[src/rtl/ps2_pkg.sv]
// rtl/ps2_pkg.sv - shared scancode prefixes, key event record and decoder states
package ps2_pkg;

  localparam logic [7:0] PS2_EXT = 8'hE0;
  localparam logic [7:0] PS2_BRK = 8'hF0;

  // One decoded key event as stored in the queue; packs to {release, extended, code}
  typedef struct packed {
    logic       released;
    logic       extended;
    logic [7:0] code;
  } key_evt_t;

  typedef enum logic [1:0] {
    ST_IDLE,
    ST_EXT,
    ST_BRK,
    ST_EXT_BRK
  } dec_state_t;

endpackage

[src/rtl/sync_fifo_fwft.sv]
// rtl/sync_fifo_fwft.sv - first-word-fall-through FIFO with wrap-bit pointers
module sync_fifo_fwft #(
  parameter int WIDTH = 10,
  parameter int DEPTH = 16,
  parameter int CW    = $clog2(DEPTH) + 1
) (
  input  logic             CLK,
  input  logic             reset,
  input  logic             push,
  input  logic [WIDTH-1:0] push_data,
  input  logic             pop,
  output logic [WIDTH-1:0] pop_data,
  output logic             full,
  output logic             empty,
  output logic [CW-1:0]    count
);

  logic [WIDTH-1:0] mem [DEPTH];
  logic [CW-1:0]    wr_ptr;
  logic [CW-1:0]    rd_ptr;
  logic             do_push;
  logic             do_pop;

  // Extra MSB on each pointer distinguishes full from empty when the index bits match
  assign empty   = (wr_ptr == rd_ptr);
  assign full    = (wr_ptr[CW-2:0] == rd_ptr[CW-2:0]) & (wr_ptr[CW-1] != rd_ptr[CW-1]);
  assign do_pop  = pop & ~empty;
  assign do_push = push & (~full | do_pop);
  assign count   = wr_ptr - rd_ptr;

  // Head entry is presented combinationally; zeros when nothing is queued
  assign pop_data = empty ? '0 : mem[rd_ptr[CW-2:0]];

  // Pointer advance; simultaneous push and pop leave the occupancy unchanged
  always_ff @(posedge CLK or posedge reset) begin
    if (reset) begin
      wr_ptr <= '0;
      rd_ptr <= '0;
    end else begin
      if (do_push) wr_ptr <= wr_ptr + 1'b1;
      if (do_pop)  rd_ptr <= rd_ptr + 1'b1;
    end
  end

  // Storage write; contents are don't-care until written so no reset is needed
  always_ff @(posedge CLK) begin
    if (do_push) mem[wr_ptr[CW-2:0]] <= push_data;
  end

endmodule

[src/rtl/ps2_key_event_queue.sv]
// rtl/ps2_key_event_queue.sv - PS/2 scancode decoder feeding an MMIO event queue
module ps2_key_event_queue
  import ps2_pkg::*;
#(
  parameter int DEPTH = 16,
  parameter int CW    = $clog2(DEPTH) + 1
) (
  input  logic          CLK,
  input  logic          reset,
  input  logic          KEY_STROBE,
  input  logic [7:0]    KEY_CODE,
  input  logic          RD_EN,
  output logic [10:0]   RD_DATA,
  output logic          INTR,
  output logic          OVERFLOW,
  input  logic          CLR_OVF,
  output logic [CW-1:0] COUNT
);

  logic       strobe_q;
  logic       byte_evt;
  dec_state_t state;
  dec_state_t state_n;
  logic       evt_push;
  key_evt_t   evt;
  key_evt_t   head;
  logic       fifo_full;
  logic       fifo_empty;
  logic       drop;

  // Driver holds the strobe for several cycles; only its rising edge carries a byte
  always_ff @(posedge CLK or posedge reset) begin
    if (reset) strobe_q <= 1'b0;
    else       strobe_q <= KEY_STROBE;
  end

  assign byte_evt = KEY_STROBE & ~strobe_q;

  // Decoder state register; reset discards any half-received prefix sequence
  always_ff @(posedge CLK or posedge reset) begin
    if (reset) state <= ST_IDLE;
    else       state <= state_n;
  end

  // Fold E0/F0 prefixes into flags and emit an event on the terminating code byte
  always_comb begin
    state_n      = state;
    evt_push     = 1'b0;
    evt.released = 1'b0;
    evt.extended = 1'b0;
    evt.code     = KEY_CODE;
    if (byte_evt) begin
      case (state)
        ST_IDLE: begin
          if (KEY_CODE == PS2_EXT)      state_n = ST_EXT;
          else if (KEY_CODE == PS2_BRK) state_n = ST_BRK;
          else                          evt_push = 1'b1;
        end
        ST_EXT: begin
          if (KEY_CODE == PS2_BRK) state_n = ST_EXT_BRK;
          else if (KEY_CODE != PS2_EXT) begin
            evt_push     = 1'b1;
            evt.extended = 1'b1;
            state_n      = ST_IDLE;
          end
        end
        ST_BRK: begin
          if (KEY_CODE == PS2_EXT) state_n = ST_EXT_BRK;
          else if (KEY_CODE != PS2_BRK) begin
            evt_push     = 1'b1;
            evt.released = 1'b1;
            state_n      = ST_IDLE;
          end
        end
        default: begin
          if (KEY_CODE != PS2_EXT && KEY_CODE != PS2_BRK) begin
            evt_push     = 1'b1;
            evt.released = 1'b1;
            evt.extended = 1'b1;
            state_n      = ST_IDLE;
          end
        end
      endcase
    end
  end

  sync_fifo_fwft #(
    .WIDTH ($bits(key_evt_t)),
    .DEPTH (DEPTH),
    .CW    (CW)
  ) u_fifo (
    .CLK       (CLK),
    .reset     (reset),
    .push      (evt_push),
    .push_data (evt),
    .pop       (RD_EN),
    .pop_data  (head),
    .full      (fifo_full),
    .empty     (fifo_empty),
    .count     (COUNT)
  );

  // A full queue is never empty, so RD_EN alone tells whether room opens this cycle
  assign drop = evt_push & fifo_full & ~RD_EN;

  // Sticky overflow; a fresh drop outranks a coincident clear
  always_ff @(posedge CLK or posedge reset) begin
    if (reset)        OVERFLOW <= 1'b0;
    else if (drop)    OVERFLOW <= 1'b1;
    else if (CLR_OVF) OVERFLOW <= 1'b0;
  end

  assign INTR    = ~fifo_empty;
  assign RD_DATA = {~fifo_empty, head};

endmodule

[config.mk]
export PLATFORM = sky130hd
export DESIGN_NAME = ps2_key_event_queue
export DESIGN_NICKNAME = d
export VERILOG_FILES = /design/src/rtl/ps2_pkg.sv /design/src/rtl/sync_fifo_fwft.sv /design/src/rtl/ps2_key_event_queue.sv
export SDC_FILE = /design/constraint.sdc
export NUM_CORES = 1
export LEC_CHECK = 0
export CORE_MARGIN = 3
export CORE_UTILIZATION = 40
export CTS_BUF_LIST = sky130_fd_sc_hd__clkbuf_8 sky130_fd_sc_hd__clkbuf_16
export DETAILED_ROUTE_END_ITERATION = 12
export GPL_ROUTABILITY_DRIVEN = 0
export SYNTH_ARGS = -nofsm -noshare
export SYNTH_HDL_FRONTEND = slang
export SYNTH_HIERARCHICAL = 1
export SYNTH_SLANG_ARGS = --single-unit
[constraint.sdc]
create_clock -name CLK -period 3 [get_ports CLK]
set_input_delay 0.45 -clock CLK [delete_from_list [all_inputs] [get_ports CLK]]
set_output_delay 0.45 -clock CLK [all_outputs]
set_load 0.02 [all_outputs]
# Word-level counts from Yosys, hierarchy flattened

Memory sizes are Yosys's and may differ from the RTL's.
Cells that the tools add are included.

Reductions and logical operators: 7
Bitwise logic cells: 11
Equal/unequal tests: 12
Multiplexer cells: 26
Add/subtract/negate cells: 3

Operator list:

| kind                                                            | number |
|---|---|
| 2-bit 2-to-1 mux                                                | 9 |
| 8-bit == test, second input constant                            | 2 |
| 8-bit inequality test, second input constant                    | 2 |
| 1-bit 2-to-1 mux                                                | 12 |
| 5-bit by 1-bit adder with 5-bit output, second input constant   | 2 |
| 10-bit 2-to-1 mux                                               | 1 |
| 3-bit inequality test, second input constant                    | 3 |
| 1-bit AND                                                       | 6 |
| 2-bit one-hot mux with 3 select lines                           | 1 |
| 5-bit == test                                                   | 1 |
| 5-bit AND reduction                                             | 1 |
| 5-bit subtractor                                                | 1 |
| 4-bit == test                                                   | 1 |
| 1-bit inverter                                                  | 4 |
| 1-bit one-hot mux with 2 select lines                           | 2 |
| 4-bit nonzero test                                              | 1 |
| 2-bit OR reduction                                              | 2 |
| 1-bit one-hot mux with 3 select lines                           | 1 |
| 2-bit by 1-bit == test with 1-bit output, second input constant | 1 |
| 2-bit == test, second input constant                            | 1 |
| 2-bit zero test                                                 | 1 |
| 2-bit nonzero test                                              | 1 |
| 1-bit logical AND                                               | 1 |
| 1-bit inequality test                                           | 1 |
| 1-bit bitwise OR                                                | 1 |

Input port bits: 13
Output and inout port bits: 18
Memories: 1
Bits in writable memories: 160
Register bits after elaboration: 14
Word-level logic and storage cells: 65

Memories:

| memory     | words | bits a word | read ports | clocked after memory_dff | write ports | line                 | source |
|---|---|---|---|---|---|---|---|
| u_fifo.mem | 16    | 10          | 1          | 0                        | 1           | sync_fifo_fwft.sv:18 | `logic [WIDTH-1:0] mem [DEPTH];` |

# Logic depth before layout (Yosys ltp)

Depth after elaboration: 8
Depth in mapped cells: 9
Mapped depth without buffers: 7

# Hierarchy

Netlist, hierarchy kept.

Modules (own cells, without submodules):

| module              | area an instance (um2) | times used | cells each | sequential area each (um2) |
|---|---|---|---|---|
| sync_fifo_fwft      | 6929.1                 | 1          | 344        | 5054.8 |
| ps2_key_event_queue | 205.2                  | 1          | 21         | 100.1 |

# Least setup slack after synthesis

Ideal clock, no wire load.

Path type: flip-flop to flip-flop
From: register u_fifo.rd_ptr[3]
To: memory u_fifo.mem[3][0] (enable)
Buffers on the path: 3
Setup time: 0.390 ns
Path slack: 0.014 ns
Required time: 2.610 ns
Data arrival time: 2.597 ns
Cell stages (with the launch flop): 10
Cells stage by stage: dfrtp_1 -> clkbuf_1 -> inv_1 -> buf_2 -> ha_1 -> nand4_1 -> o31a_1 -> buf_2 -> nand2_1 -> nor3_1

Longest elaborated chain between the ends: 7
Elaborated cells on any way between the ends: 10

Ends and longest elaborated chain:

| what                                                  | line                                       | source |
|---|---|---|
| start, declared                                       | sync_fifo_fwft.sv:20                       | `logic [CW-1:0] rd_ptr;` |
| start signal, assigned                                | sync_fifo_fwft.sv:41                       | `if (do_pop) rd_ptr <= rd_ptr + 1'b1;` |
| 5-bit == test / 4-bit == test (equally long branches) | sync_fifo_fwft.sv:25, sync_fifo_fwft.sv:26 |  |
| 1-bit inverter / 1-bit AND (equally long branches)    | sync_fifo_fwft.sv:27, sync_fifo_fwft.sv:26 |  |
| 1-bit AND / 1-bit inverter (equally long branches)    | sync_fifo_fwft.sv:27, sync_fifo_fwft.sv:28 |  |
| 1-bit bitwise OR (*)                                  | sync_fifo_fwft.sv:28                       | `assign do_push = push & (~full \| do_pop);` |
| 1-bit AND (*)                                         | sync_fifo_fwft.sv:28                       |  |
| 1-bit 2-to-1 mux (*)                                  | sync_fifo_fwft.sv:47                       | `if (do_push) mem[wr_ptr[CW-2:0]] <= push_data;` |
| 1-bit 2-to-1 mux (implied by the code) (*)            | sync_fifo_fwft.sv:47                       |  |
| end, declared                                         | sync_fifo_fwft.sv:18                       |  |

Mark *: on every way between the ends. The rest lies on a longest branch, timed or not.

# Worst setup path in the final report

From: register u_fifo.rd_ptr[1]
To: output port RD_DATA[9]

Longest elaborated chain between the ends: 2
Elaborated cells on any way between the ends: 3

Ends and longest elaborated chain:

| what                                                            | line                      | source |
|---|---|---|
| memory read 16 x 10 bit / 5-bit == test (equally long branches) | -                         |  |
| 10-bit 2-to-1 mux (*)                                           | sync_fifo_fwft.sv:32      | `assign pop_data = empty ? '0 : mem[rd_ptr[CW-2:0]];` |
| end, declared                                                   | ps2_key_event_queue.sv:13 | `output logic [10:0] RD_DATA,` |

Marks and branches as above.

==> results.ini <==
[run_status]
status = complete, no violations

[route]
final_antenna_net_count = 0
wl_mm = 14.6
wl_per_cell_um = 21.7
route.detailed.drc = 0
drtPass1Iterations = 4
vias = 3544
viasPerCell = 5.29
dr.first_iter.drc_count = 279

[cells_and_area]
design_area_um2 = 8470
stdcell_count = 670
fillers = 1445
antenna_cells = 0
syn2layout_area_growth_pct = 18.7
drive_gt1_share_pct = 27.4
fin_nets = 455

[place]
placed_cells = 630
place_area_um2 = 7850
placement.io_buffers = 30
dpl.hpwl_mm = 9.31

[floorplan]
coreArea_um2 = 17400
io_pins = 31
die_x_um = 140
die_h_um = 140
die-area_um2 = 19500
row_count = 48
start_util_pct = 41.1

[synth]
yosysWarnings = 6
ys_ff_latch = 174
synth_top_area_share_pct = 67.3
synth.area.top_cells = edfxtp_1 (67%), mux4_2 (8.8%), dfrtp_1 (4.9%)
syn_inst = 365
synth_common_cells = edfxtp_1 (160), mux4_2 (28), inv_1 (15)
ys_seq_area_share_pct = 72.3
synth_area_um2 = 7130
async_flop_share_pct = 8.05
yosysTopAreaCell = edfxtp_1
synth_ff_type = edfxtp_1
synth_cell_types = 37
synth.avg_cell_area_um2 = 19.5
syn_nets = 388
yosysMostFrequentCell = edfxtp_1
synth_edf_count = 160

[global_routing]
grt.overflow.total = 0
grt_use_total_pct = 15.5
grt_pass1_wl_mm = 22.3
grt_pass1_vias = 3657
antenna_found_initial = 0
grt_max_degree = 34

[clock_network]
clock_tree.root_cell = clkbuf_16
cts-buffers-inserted = 17
htreeDepth = 4
ctsHoldBuffers = 0
worstSkewPairLatency_ns = 0.43
clock_path_buffers = 2
cts_sinks = 174
clk_pin_slew_ns = 0.06
cts_tree = built

[timing]
finalClockSkew_ns = 0.00897
period_share_pct = 97.2
worst-slew-pin-transition_ns = 1.17
slew_viol_final = 0
slew_headroom_pct = 21.6
rsz0062_at_grt = false
fmax_ghz = 0.343
hold_viol = 0
tns_ns = 0
finalCriticalPeriod_ns = 2.92
setup_viol = 0

[power]
irDropWorstVdd_v = 0.00110
p_switching_mw = 2.71
power.density_nw_per_um2 = 978
power_frac_comb_pct = 39.1
power.share.clock_pct = 25.7
power_mw = 8.29
swShare_pct = 32.7
p_int_mw = 5.58
leakagePower_nw = 2.96
seqPwrFrac_pct = 35.2

[setup_path]
cp-startpoint = u_fifo/rd_ptr[1]$_DFFE_PP0P_
crit_arrival_ns = 2.47
cp_max_fo = 10
crit_required_ns = 2.55
worstSetupPathType = flip-flop to primary output
r2r_end = u_fifo/mem[7][1]$_DFFE_PP_
regToRegSetupSlack_ns = 0.28
r2r-start = u_fifo/wr_ptr[0]$_DFFE_PP0P_
startpoint_type = flip-flop
endpoint_kind = primary output
reg2regPathDepth = 6

[run]
maxCapViolCount = 0

[worst_hold_path]
hold_class = primary input to asynchronous set/reset pin

==> layout make-up <==
| class | count | area (µm²) | share of cell area [%] |
|---|---|---|---|
| sequential | 174 | 5160 | 60.9 |
| multi-input combinational | 157 | 1790 | 21.2 |
| timing repair buffer | 67 | 611 | 7.21 |
| clock buffer | 17 | 425 | 5.02 |
| tap | 225 | 282 | 3.32 |
| clock inverter | 15 | 146 | 1.73 |
| inverter | 15 | 56.3 | 0.665 |
==> cells by family (layout without fill, tap and decap cells) <==
| group | count (synthesis) | after routing | synth area share, % |
|---|---|---|---|
| DFF | 174 | 174 | 72.3 |
| muxes | 63 | 63 | 16.5 |
| and+or+nand+nor | 43 | 43 | 2.95 |
| buffers and inverters | 34 | 114 | 2.60 |
| AOI/OAI and AO/OA | 29 | 29 | 2.42 |
| xor gates and xnor gates | 12 | 12 | 1.47 |
| adders and majority gates | 10 | 10 | 1.86 |
==> metal layers <==
layer	track usage [%]	wire length [µm]	share of wire, %
met5	0	0	0
met4	5.81	322	2.2
met3	3.71	764	5.2
met2	24.2	6910	47
met1	21.5	6560	45
==> stage by stage <==
| step | setup WS (ns) | util, % | hold WS [ns] |
|---|---|---|---|
| 6_report | 0.0830 | 48.8 | 0.254 |
| 3_3_place_gp | 0.0571 | 45.2 | 0.483 |
| 3_5_place_dp | -0.0102 | 45.2 | 0.482 |
| 4_1_cts | -0.0145 | 49.0 | 0.239 |
| 2_1_floorplan | 0.0135 | - | 0.216 |
| 5_1_grt | 0.00221 | 48.8 | 0.271 |
==> placed cells by master (no fill, tap or decap), types with 3 or more instances in the layout <==
| cell | netlist | layout |
|---|---|---|
| nor3_1 | 4 | 4 |
| nand4_1 | 3 | 3 |
| nor2_1 | 14 | 14 |
| mux4_2 | 28 | 28 |
| clkinv_2 | 0 | 3 |
| mux2_2 | 11 | 11 |
| ha_1 | 9 | 9 |
| o21ai_0 | 6 | 5 |
| clkinvlp_4 | 0 | 5 |
| dfrtp_1 | 14 | 12 |
| nand3_1 | 5 | 5 |
| a21oi_1 | 13 | 13 |
| mux4_1 | 11 | 11 |
| inv_1 | 15 | 16 |
| buf_4 | 2 | 32 |
| o21ai_1 | 4 | 5 |
| buf_12 | 1 | 4 |
| clkbuf_16 | 0 | 17 |
| nand2_1 | 8 | 8 |
| clkdlybuf4s50_1 | 0 | 17 |
| mux2i_1 | 13 | 13 |
| edfxtp_1 | 160 | 160 |
| xnor2_1 | 11 | 11 |
| clkbuf_2 | 0 | 8 |
==> power by group through the flow <==
stage | combinational, mW | sequential (mW) | clock (mW)
after floorplan | 2.13 | 2.95 | 0
after global placement | 3.28 | 2.96 | 0
after detailed placement | 3.28 | 2.97 | 0
after CTS | 3.34 | 2.92 | 2.16
after global routing | 3.49 | 2.94 | 2.27
final | 3.24 | 2.92 | 2.13
==> flip-flops by register name (all words and copies together) (netlist names) <==
name and flops:
OVERFLOW 1, u_fifo/wr_ptr 5, u_fifo/mem 160, u_fifo/rd_ptr 5, state 2, strobe_q 1
==> worst max path at each step <==
stage,cells after the start,slack [ns],to
global route,7,0.002,RD_DATA[9]
floorplan,9,0.01,u_fifo/mem[3][0]$_DFFE_PP_
detailed placement,7,-0.01,u_fifo/mem[7][0]$_DFFE_PP_
global placement,7,0.06,u_fifo/mem[4][0]$_DFFE_PP_
CTS,7,-0.01,RD_DATA[7]
finish,7,0.08,RD_DATA[9]
==> repair_timing <==
| item | in CTS | in global routing |
|---|---|---|
| setup endpoints to repair | 11 | 11 |
| gates cloned | 1 | 0 |
| buffers inserted | 7 | 0 |
| endpoints found under the hold margin | 0 | 0 |
| gates resized for setup | 22 | 18 |
==> critical path, cell delays in order, from the launching register on <==
cell and delay (ns):
dfrtp_2 0.44, buf_12 0.16, buf_4 0.13, mux4_2 0.50, mux2_2 0.30, o21ai_0 0.17
a21oi_1 0.07, clkdlybuf4s15_2 0.27
No activity file was read; power rests on OpenSTA's default activity.
